<file path="config.mk">
export PLATFORM = sky130hd
export DESIGN_NAME = spi_master_cmd_flat
export DESIGN_NICKNAME = d
export VERILOG_FILES = /design/src/rtl/spi_cmd_pkg.sv /design/src/rtl/spi_master_cmd_if.sv /design/src/rtl/spi_sclk_gen.sv /design/src/rtl/spi_master_cmd.sv /design/src/flat_wrapper.sv
export SDC_FILE = /design/constraint.sdc
export NUM_CORES = 1
export LEC_CHECK = 0
export CORE_UTILIZATION = 57
export DETAILED_ROUTE_END_ITERATION = 12
export DONT_BUFFER_PORTS = 1
export PLACE_DENSITY = 0.75
export SLEW_MARGIN = 10
export SYNTH_ARGS = -nofsm -noshare
export SYNTH_HDL_FRONTEND = slang
export SYNTH_SLANG_ARGS = --single-unit
</file>
<file path="constraint.sdc">
create_clock -name sys_clk -period 3.95 [get_ports sys_clk]
set_clock_uncertainty 0.05 [all_clocks]
set_input_delay 0.395 -clock sys_clk [delete_from_list [all_inputs] [get_ports sys_clk]]
set_output_delay 0.395 -clock sys_clk [all_outputs]
set_load 0.005 [all_outputs]
</file>
<file path="src/rtl/spi_cmd_pkg.sv">
// Shared constants and types for the SPI command-link initiator.
// Frame layout is {opcode[7:0], payload[31:0]}, shifted MSB first.
package spi_cmd_pkg;

    localparam int FRAME_BITS   = 40;
    localparam int OP_BITS      = 8;
    localparam int DATA_BITS    = 32;
    localparam int TMR_BITS     = 16;
    localparam int BIT_CNT_BITS = 6;

    localparam logic [OP_BITS-1:0] OP_START    = 8'h01;
    localparam logic [OP_BITS-1:0] OP_STOP     = 8'h02;
    localparam logic [OP_BITS-1:0] OP_TON      = 8'h10;
    localparam logic [OP_BITS-1:0] OP_TOFF     = 8'h11;
    localparam logic [OP_BITS-1:0] OP_IP       = 8'h12;
    localparam logic [OP_BITS-1:0] OP_WAVEFORM = 8'h13;
    localparam logic [OP_BITS-1:0] OP_FEEDBACK = 8'h20;

    typedef enum logic [2:0] {
        ST_IDLE  = 3'd0,
        ST_SETUP = 3'd1,
        ST_SHIFT = 3'd2,
        ST_HOLD  = 3'd3,
        ST_GAP   = 3'd4
    } state_t;

endpackage

</file>
<file path="src/rtl/spi_master_cmd_if.sv">
// Command/response handshake plus SPI pins of the command-link initiator.
//   master modport : the initiator (spi_master_cmd)
//   slave  modport : the host logic / link partner driving commands and miso
//   cmd_valid/cmd_ready/cmd_op/cmd_data : command request, accepted on valid & ready
//   rsp_valid/rsp_data                  : one-cycle response pulse with 32 MISO bits
//   busy                                : high from accept until back in IDLE
//   sclk/cs_n/mosi/miso                 : SPI mode 0 pins
interface spi_master_cmd_if;
    import spi_cmd_pkg::*;

    logic                 cmd_valid;
    logic                 cmd_ready;
    logic [OP_BITS-1:0]   cmd_op;
    logic [DATA_BITS-1:0] cmd_data;
    logic                 rsp_valid;
    logic [DATA_BITS-1:0] rsp_data;
    logic                 busy;
    logic                 sclk;
    logic                 cs_n;
    logic                 mosi;
    logic                 miso;

    modport master (
        input  cmd_valid, cmd_op, cmd_data, miso,
        output cmd_ready, rsp_valid, rsp_data, busy, sclk, cs_n, mosi
    );

    modport slave (
        output cmd_valid, cmd_op, cmd_data, miso,
        input  cmd_ready, rsp_valid, rsp_data, busy, sclk, cs_n, mosi
    );

endinterface

</file>
<file path="src/rtl/spi_sclk_gen.sv">
// SCLK generator: CLK_DIV sys_clk cycles per half period, starting low.
//   sys_clk, sys_rst : clock, async active-high reset
//   en               : run; while low the counter and sclk are held cleared
//   sclk             : registered SPI clock
//   rise_stb         : high in the cycle whose closing edge drives sclk 0->1
//   fall_stb         : high in the cycle whose closing edge drives sclk 1->0
module spi_sclk_gen #(
    parameter int CLK_DIV = 4
) (
    input  logic sys_clk,
    input  logic sys_rst,
    input  logic en,
    output logic sclk,
    output logic rise_stb,
    output logic fall_stb
);

    localparam int CW = $clog2(CLK_DIV);

    logic [CW-1:0] cnt_q;
    logic          half_done;

    assign half_done = en && (cnt_q == CW'(CLK_DIV - 1));
    assign rise_stb  = half_done && !sclk;
    assign fall_stb  = half_done && sclk;

    always_ff @(posedge sys_clk or posedge sys_rst) begin
        if (sys_rst) begin
            cnt_q <= '0;
            sclk  <= 1'b0;
        end else if (!en) begin
            cnt_q <= '0;
            sclk  <= 1'b0;
        end else if (half_done) begin
            cnt_q <= '0;
            sclk  <= ~sclk;
        end else begin
            cnt_q <= cnt_q + CW'(1);
        end
    end

endmodule

</file>
<file path="src/rtl/spi_master_cmd.sv">
// SPI mode-0 initiator for the command link: sends {cmd_op, cmd_data} as one
// 40-bit MSB-first frame and returns the last 32 MISO bits of that frame.
//   sys_clk, sys_rst : clock, async active-high reset
//   bus (master)     : command/response handshake and SPI pins
// Parameters: CLK_DIV (sys_clk per SCLK half, >= 2), CS_SETUP, CS_HOLD, CS_IDLE
// (cycles, each >= 1).
//
// state | meaning
// IDLE  | cmd_ready high, waiting for a command
// SETUP | cs_n low, first bit on mosi, CS_SETUP cycles before clocking
// SHIFT | 40 SCLK periods; miso captured on rise, mosi advanced on fall
// HOLD  | cs_n still low for CS_HOLD cycles after the last fall
// GAP   | cs_n high, CS_IDLE cycles before the next command is accepted
module spi_master_cmd
    import spi_cmd_pkg::*;
#(
    parameter int CLK_DIV  = 4,
    parameter int CS_SETUP = 2,
    parameter int CS_HOLD  = 2,
    parameter int CS_IDLE  = 4
) (
    input  logic             sys_clk,
    input  logic             sys_rst,
    spi_master_cmd_if.master bus
);

    state_t                  state_q, state_d;
    logic [TMR_BITS-1:0]     tmr_q;
    logic [BIT_CNT_BITS-1:0] bit_cnt_q;
    logic [FRAME_BITS-1:0]   shift_q;
    logic [DATA_BITS-1:0]    rx_q;
    logic [DATA_BITS-1:0]    rsp_data_q;
    logic                    cmd_ready_q;
    logic                    rsp_valid_q;

    logic accept, tmr_done, last_bit;
    logic sclk_en, sclk_w, rise_stb, fall_stb;
    logic cs_n_w, mosi_w, busy_w;

    assign accept   = bus.cmd_valid && cmd_ready_q;
    assign tmr_done = (tmr_q == '0);
    assign last_bit = (bit_cnt_q == '0);

    spi_sclk_gen #(.CLK_DIV(CLK_DIV)) u_sclk_gen (
        .sys_clk  (sys_clk),
        .sys_rst  (sys_rst),
        .en       (sclk_en),
        .sclk     (sclk_w),
        .rise_stb (rise_stb),
        .fall_stb (fall_stb)
    );

    always_ff @(posedge sys_clk or posedge sys_rst) begin
        if (sys_rst) state_q <= ST_IDLE;
        else         state_q <= state_d;
    end

    always_comb begin
        state_d = state_q;
        case (state_q)
            ST_IDLE:  if (accept)               state_d = ST_SETUP;
            ST_SETUP: if (tmr_done)             state_d = ST_SHIFT;
            ST_SHIFT: if (fall_stb && last_bit) state_d = ST_HOLD;
            ST_HOLD:  if (tmr_done)             state_d = ST_GAP;
            ST_GAP:   if (tmr_done)             state_d = ST_IDLE;
            default:                            state_d = ST_IDLE;
        endcase
    end

    always_comb begin
        cs_n_w  = 1'b1;
        mosi_w  = 1'b0;
        sclk_en = 1'b0;
        busy_w  = (state_q != ST_IDLE);
        case (state_q)
            ST_SETUP: begin
                cs_n_w = 1'b0;
                mosi_w = shift_q[FRAME_BITS-1];
            end
            ST_SHIFT: begin
                cs_n_w  = 1'b0;
                mosi_w  = shift_q[FRAME_BITS-1];
                sclk_en = 1'b1;
            end
            ST_HOLD: begin
                cs_n_w = 1'b0;
                mosi_w = shift_q[FRAME_BITS-1];
            end
            default: ;
        endcase
    end

    // Phase timer: loaded with (length - 1) on entry, state advances at zero.
    always_ff @(posedge sys_clk or posedge sys_rst) begin
        if (sys_rst) begin
            tmr_q <= '0;
        end else if (state_d != state_q) begin
            case (state_d)
                ST_SETUP: tmr_q <= TMR_BITS'(CS_SETUP - 1);
                ST_HOLD:  tmr_q <= TMR_BITS'(CS_HOLD - 1);
                ST_GAP:   tmr_q <= TMR_BITS'(CS_IDLE - 1);
                default:  tmr_q <= '0;
            endcase
        end else if (!tmr_done) begin
            tmr_q <= tmr_q - TMR_BITS'(1);
        end
    end

    always_ff @(posedge sys_clk or posedge sys_rst) begin
        if (sys_rst) begin
            shift_q     <= '0;
            bit_cnt_q   <= '0;
            rx_q        <= '0;
            rsp_data_q  <= '0;
            rsp_valid_q <= 1'b0;
            cmd_ready_q <= 1'b0;
        end else begin
            // Registered so it stays low through reset and rises one edge after.
            cmd_ready_q <= (state_d == ST_IDLE);
            rsp_valid_q <= (state_q == ST_HOLD) && tmr_done;
            if ((state_q == ST_HOLD) && tmr_done) begin
                rsp_data_q <= rx_q;
            end
            if (accept) begin
                shift_q   <= {bus.cmd_op, bus.cmd_data};
                bit_cnt_q <= BIT_CNT_BITS'(FRAME_BITS - 1);
            end else if (state_q == ST_SHIFT) begin
                if (rise_stb) begin
                    // Only the last 32 bits survive; the opcode-phase bits fall off the top.
                    rx_q <= {rx_q[DATA_BITS-2:0], bus.miso};
                end
                // No shift after the final bit so mosi keeps bit 0 through HOLD.
                if (fall_stb && !last_bit) begin
                    shift_q   <= {shift_q[FRAME_BITS-2:0], 1'b0};
                    bit_cnt_q <= bit_cnt_q - BIT_CNT_BITS'(1);
                end
            end
        end
    end

    assign bus.cmd_ready = cmd_ready_q;
    assign bus.rsp_valid = rsp_valid_q;
    assign bus.rsp_data  = rsp_data_q;
    assign bus.busy      = busy_w;
    assign bus.sclk      = sclk_w;
    assign bus.cs_n      = cs_n_w;
    assign bus.mosi      = mosi_w;

endmodule

</file>
<file path="src/flat_wrapper.sv">
// flat-port wrapper written by rule: the top's interface ports become plain ports
module spi_master_cmd_flat import spi_cmd_pkg::*;
#(
    parameter int CLK_DIV  = 4,
    parameter int CS_SETUP = 2,
    parameter int CS_HOLD  = 2,
    parameter int CS_IDLE  = 4
)
  (sys_clk, sys_rst, bus_cmd_valid, bus_cmd_op, bus_cmd_data, bus_miso, bus_cmd_ready, bus_rsp_valid, bus_rsp_data, bus_busy, bus_sclk, bus_cs_n, bus_mosi);
  spi_master_cmd_if bus_i ();
  input  logic sys_clk;
  input  logic sys_rst;
  input wire logic [$bits(bus_i.cmd_valid)-1:0] bus_cmd_valid;
  input wire logic [$bits(bus_i.cmd_op)-1:0] bus_cmd_op;
  input wire logic [$bits(bus_i.cmd_data)-1:0] bus_cmd_data;
  input wire logic [$bits(bus_i.miso)-1:0] bus_miso;
  output wire logic [$bits(bus_i.cmd_ready)-1:0] bus_cmd_ready;
  output wire logic [$bits(bus_i.rsp_valid)-1:0] bus_rsp_valid;
  output wire logic [$bits(bus_i.rsp_data)-1:0] bus_rsp_data;
  output wire logic [$bits(bus_i.busy)-1:0] bus_busy;
  output wire logic [$bits(bus_i.sclk)-1:0] bus_sclk;
  output wire logic [$bits(bus_i.cs_n)-1:0] bus_cs_n;
  output wire logic [$bits(bus_i.mosi)-1:0] bus_mosi;
  assign bus_i.cmd_valid = bus_cmd_valid;
  assign bus_i.cmd_op = bus_cmd_op;
  assign bus_i.cmd_data = bus_cmd_data;
  assign bus_i.miso = bus_miso;
  assign bus_cmd_ready = bus_i.cmd_ready;
  assign bus_rsp_valid = bus_i.rsp_valid;
  assign bus_rsp_data = bus_i.rsp_data;
  assign bus_busy = bus_i.busy;
  assign bus_sclk = bus_i.sclk;
  assign bus_cs_n = bus_i.cs_n;
  assign bus_mosi = bus_i.mosi;
  spi_master_cmd #(.CLK_DIV(CLK_DIV), .CS_SETUP(CS_SETUP), .CS_HOLD(CS_HOLD), .CS_IDLE(CS_IDLE)) u_core (.sys_clk(sys_clk), .sys_rst(sys_rst), .bus(bus_i));
endmodule
</file>
==> out/metrics.yaml <==
status:
  status: "finished clean"
grt:
  antenna_found_initial: 0
  grt_pass1_vias: 4093
  grt_overflow: 0
  grt_max_degree: 135
  grt_first_pass_wirelength_mm: 19.8
  globalRouteTotalUtil_pct: 23.4
cts:
  clock_sinks: 134
  cts_tree: "yes"
  post_cts_resized: 0
  h-tree-depth: 4
  path_clk_slew_ps: 60
  insertion_delay_ps: 520
  root_buffer: "clkbuf_8"
  cts_buffer_depth: 2
  cts_setup_buffers: 0
  numCtsBuffers: 17
synthesis:
  yosysTopAreaCell: "dfrtp_1"
  netlist_area_sq_um: 5880
  synth_seq_cells: 134
  synth.distinct_cells: 48
  synth_top_area_share_pct: 57.1
  synth_edf_count: 0
  yosys_warnings: 0
  synth_ff_type: "dfrtp_1"
  synth_cells: 527
  synth_seq_area_share_pct: 57.1
  ys_top_cells_by_count: "dfrtp_1, a21oi_1, nor2_1, nand2_1, mux2_2"
  async_flop_share_pct: 100
  synth_area_per_cell_sq_um: 11.2
  ys_top_cells_by_area: "dfrtp_1, mux2_2, a21oi_1, nor2_1, nand2_1"
  synth_fp_nets: 575
  synth_most_common_cell: "dfrtp_1"
drt:
  drc: 0
  drt-total-wl_mm: 11.7
  drt_iter0_drc: 349
  via_count: 4082
  via_per_inst: 5.77
  firstDrtPassIters: 6
  wl_per_cell_microns: 16.5
  ant_nets: 0
placement:
  dp_hpwl_mm: 6.69
  portBuffers: 0
  gp_routability_congestion: 0.780
  pre_cts_ws_ps: 1210
  placedCellCount: 638
critical_path:
  ff2ff_setup_slack_ps: 1210
  cp-start-kind: "flop"
  r2r-end: "u_core.shift_q[9]"
  critical_path_class: "reg2reg"
  worstRegToRegCells: 7
  rr_startpoint: "u_core.bit_cnt_q[0]"
  critPathCaptureType: "flop"
  critPathArrivalTime_ps: 3130
  crit_required_ps: 4340
  worst-path-max-fanout: 27
worst_hold_path:
  min_to: "u_core.shift_q[26]"
  min_path_cells: 2
  hold_path_class: "in2reg"
  min_from: "bus_cmd_data[26]"
timing:
  fin_crit_sh_pct: 69.3
  setup_tns_ps: 0
  tightest_slew_ps: 845
  maxSlewViolCount: 0
  hold_violations: 0
  rsz0062_at_grt: "no"
  relSlewSlack_pct: 43.7
  fmaxAchievable_mhz: 365
  fin_crit_ps: 2740
  layout_setup_ws_ps: 1210
  setup_viol: 0
pwr:
  finalPower_mw: 4.65
  ir_worst_vdd_uv: 319
  powerDensity_nw_per_um2: 661
  power.leakage_nw: 3.33
final_layout:
  finish.utilization_pct: 71.4
  layout.cells.non_filler: 708
  multi_input_area_sq_um: 2360
  nFillCells: 641
  antennaDiodeCount: 0
  num-nets-final: 610
  seqCellArea_sq_um: 3350
  area_growth_pct: 19.8
  drive_gt1_share_pct: 19.0
floorplan:
  die-width_microns: 104
  start_util_pct: 59.6
  core.rowCount: 36
  io_pins: 82
  core-area_sq_um: 9860
  die_h_microns: 104
  die_area_sq_um: 10700
run:
  maxCapViolCount: 0
==> area by class of cell <==
type,instances,area share [%]
Clock buffer,18,6.08
Clock inverter,14,3.52
Inverter,10,0.587
Multi-Input combinational cell,354,33.5
Sequential cell,134,47.6
Tap cell,133,2.36
Timing Repair Buffer,45,6.33
==> routing by layer <==
metal | track usage, % | wire length, microns
met4 | 9.21 | 257
met1 | 29.4 | 4980
met5 | 0 | 0
met2 | 37.9 | 5740
met3 | 7.49 | 715
==> how the worst max path moves through the flow <==
stage | start | end | cells after the start
3_5_place_dp | u_core.bit_cnt_q[0] | u_core.shift_q[12] | 7
4_1_cts | u_core.bit_cnt_q[0] | u_core.shift_q[9] | 7
3_3_place_gp | u_core.bit_cnt_q[0] | u_core.shift_q[12] | 7
5_1_grt | u_core.bit_cnt_q[0] | u_core.shift_q[1] | 7
2_1_floorplan | u_core.tmr_q[0] | u_core.bus.rsp_data[10] | 7
6_report | u_core.bit_cnt_q[0] | u_core.shift_q[9] | 7
==> flip-flops by register name, indices dropped and copies added (netlist names) <==
register and flops:
u_core.u_sclk_gen.sclk 1, u_core.u_sclk_gen.cnt_q 2, u_core.state_q 3, u_core.shift_q 40, u_core.bus.rsp_valid 1, u_core.bit_cnt_q 6, u_core.bus.cmd_ready 1, u_core.bus.rsp_data 32
u_core.tmr_q 16, u_core.rx_q 32
==> critical path, cell delays in order (launching register included) <==
cell and delay (ps):
dfrtp_1 370, inv_1 120, ha_1 170, nor4b_1 540
a211o_1 790, buf_4 370, nand2_1 90, a21oi_1 150
==> stage by stage <==
step | hold slack [ps] | instance area [sq um]
after floorplan | 363 | 5880
after global placement | 377 | 5980
after detailed placement | 401 | 5980
after CTS | 1.52 | 7030
after global routing | 32.9 | 7040
final | 23.0 | 7040
==> logic make-up (layout without fill, tap and decap cells) <==
logic type	Yosys count	in the layout	synth area share, %
fa+ha+maj	4	4	0.852
compound gates	98	98	9.26
buf+inv	39	87	3.04
xor+xnor	14	14	2.09
flops	134	134	57.1
simple gates	173	173	15.3
mux	65	65	12.4
==> cell usage in the layout, fill, tap and decap left out, types with 3 or more instances in the layout <==
cell,n
nand2_1,57
a21oi_1,80
dfrtp_1,134
o21ai_0,5
nor4_1,7
bufinv_16,6
nor4_4,3
dlygate4sd3_1,38
nor2_1,61
clkinv_4,4
mux2_1,11
ha_1,4
clkbuf_16,16
inv_1,9
buf_4,6
nand3_1,6
xnor2_1,12
clkinvlp_4,3
mux2_2,53
nor3_1,6
nand4_1,3
or3_1,7
==> where the power goes <==
group          internal [mW]  switching [mW]  total [mW]
Combinational          0.410           0.577       0.986
Sequential              1.65           0.239        1.89
Clock                   1.18           0.602        1.78
==> what timing repair did <==
item | 4_1_cts | 5_1_grt
endpoints found under the setup margin | 0 | 0
endpoints found under the hold margin | 170 | 1
hold buffers | 37 | 1
(Power assumes the default switching activity.)
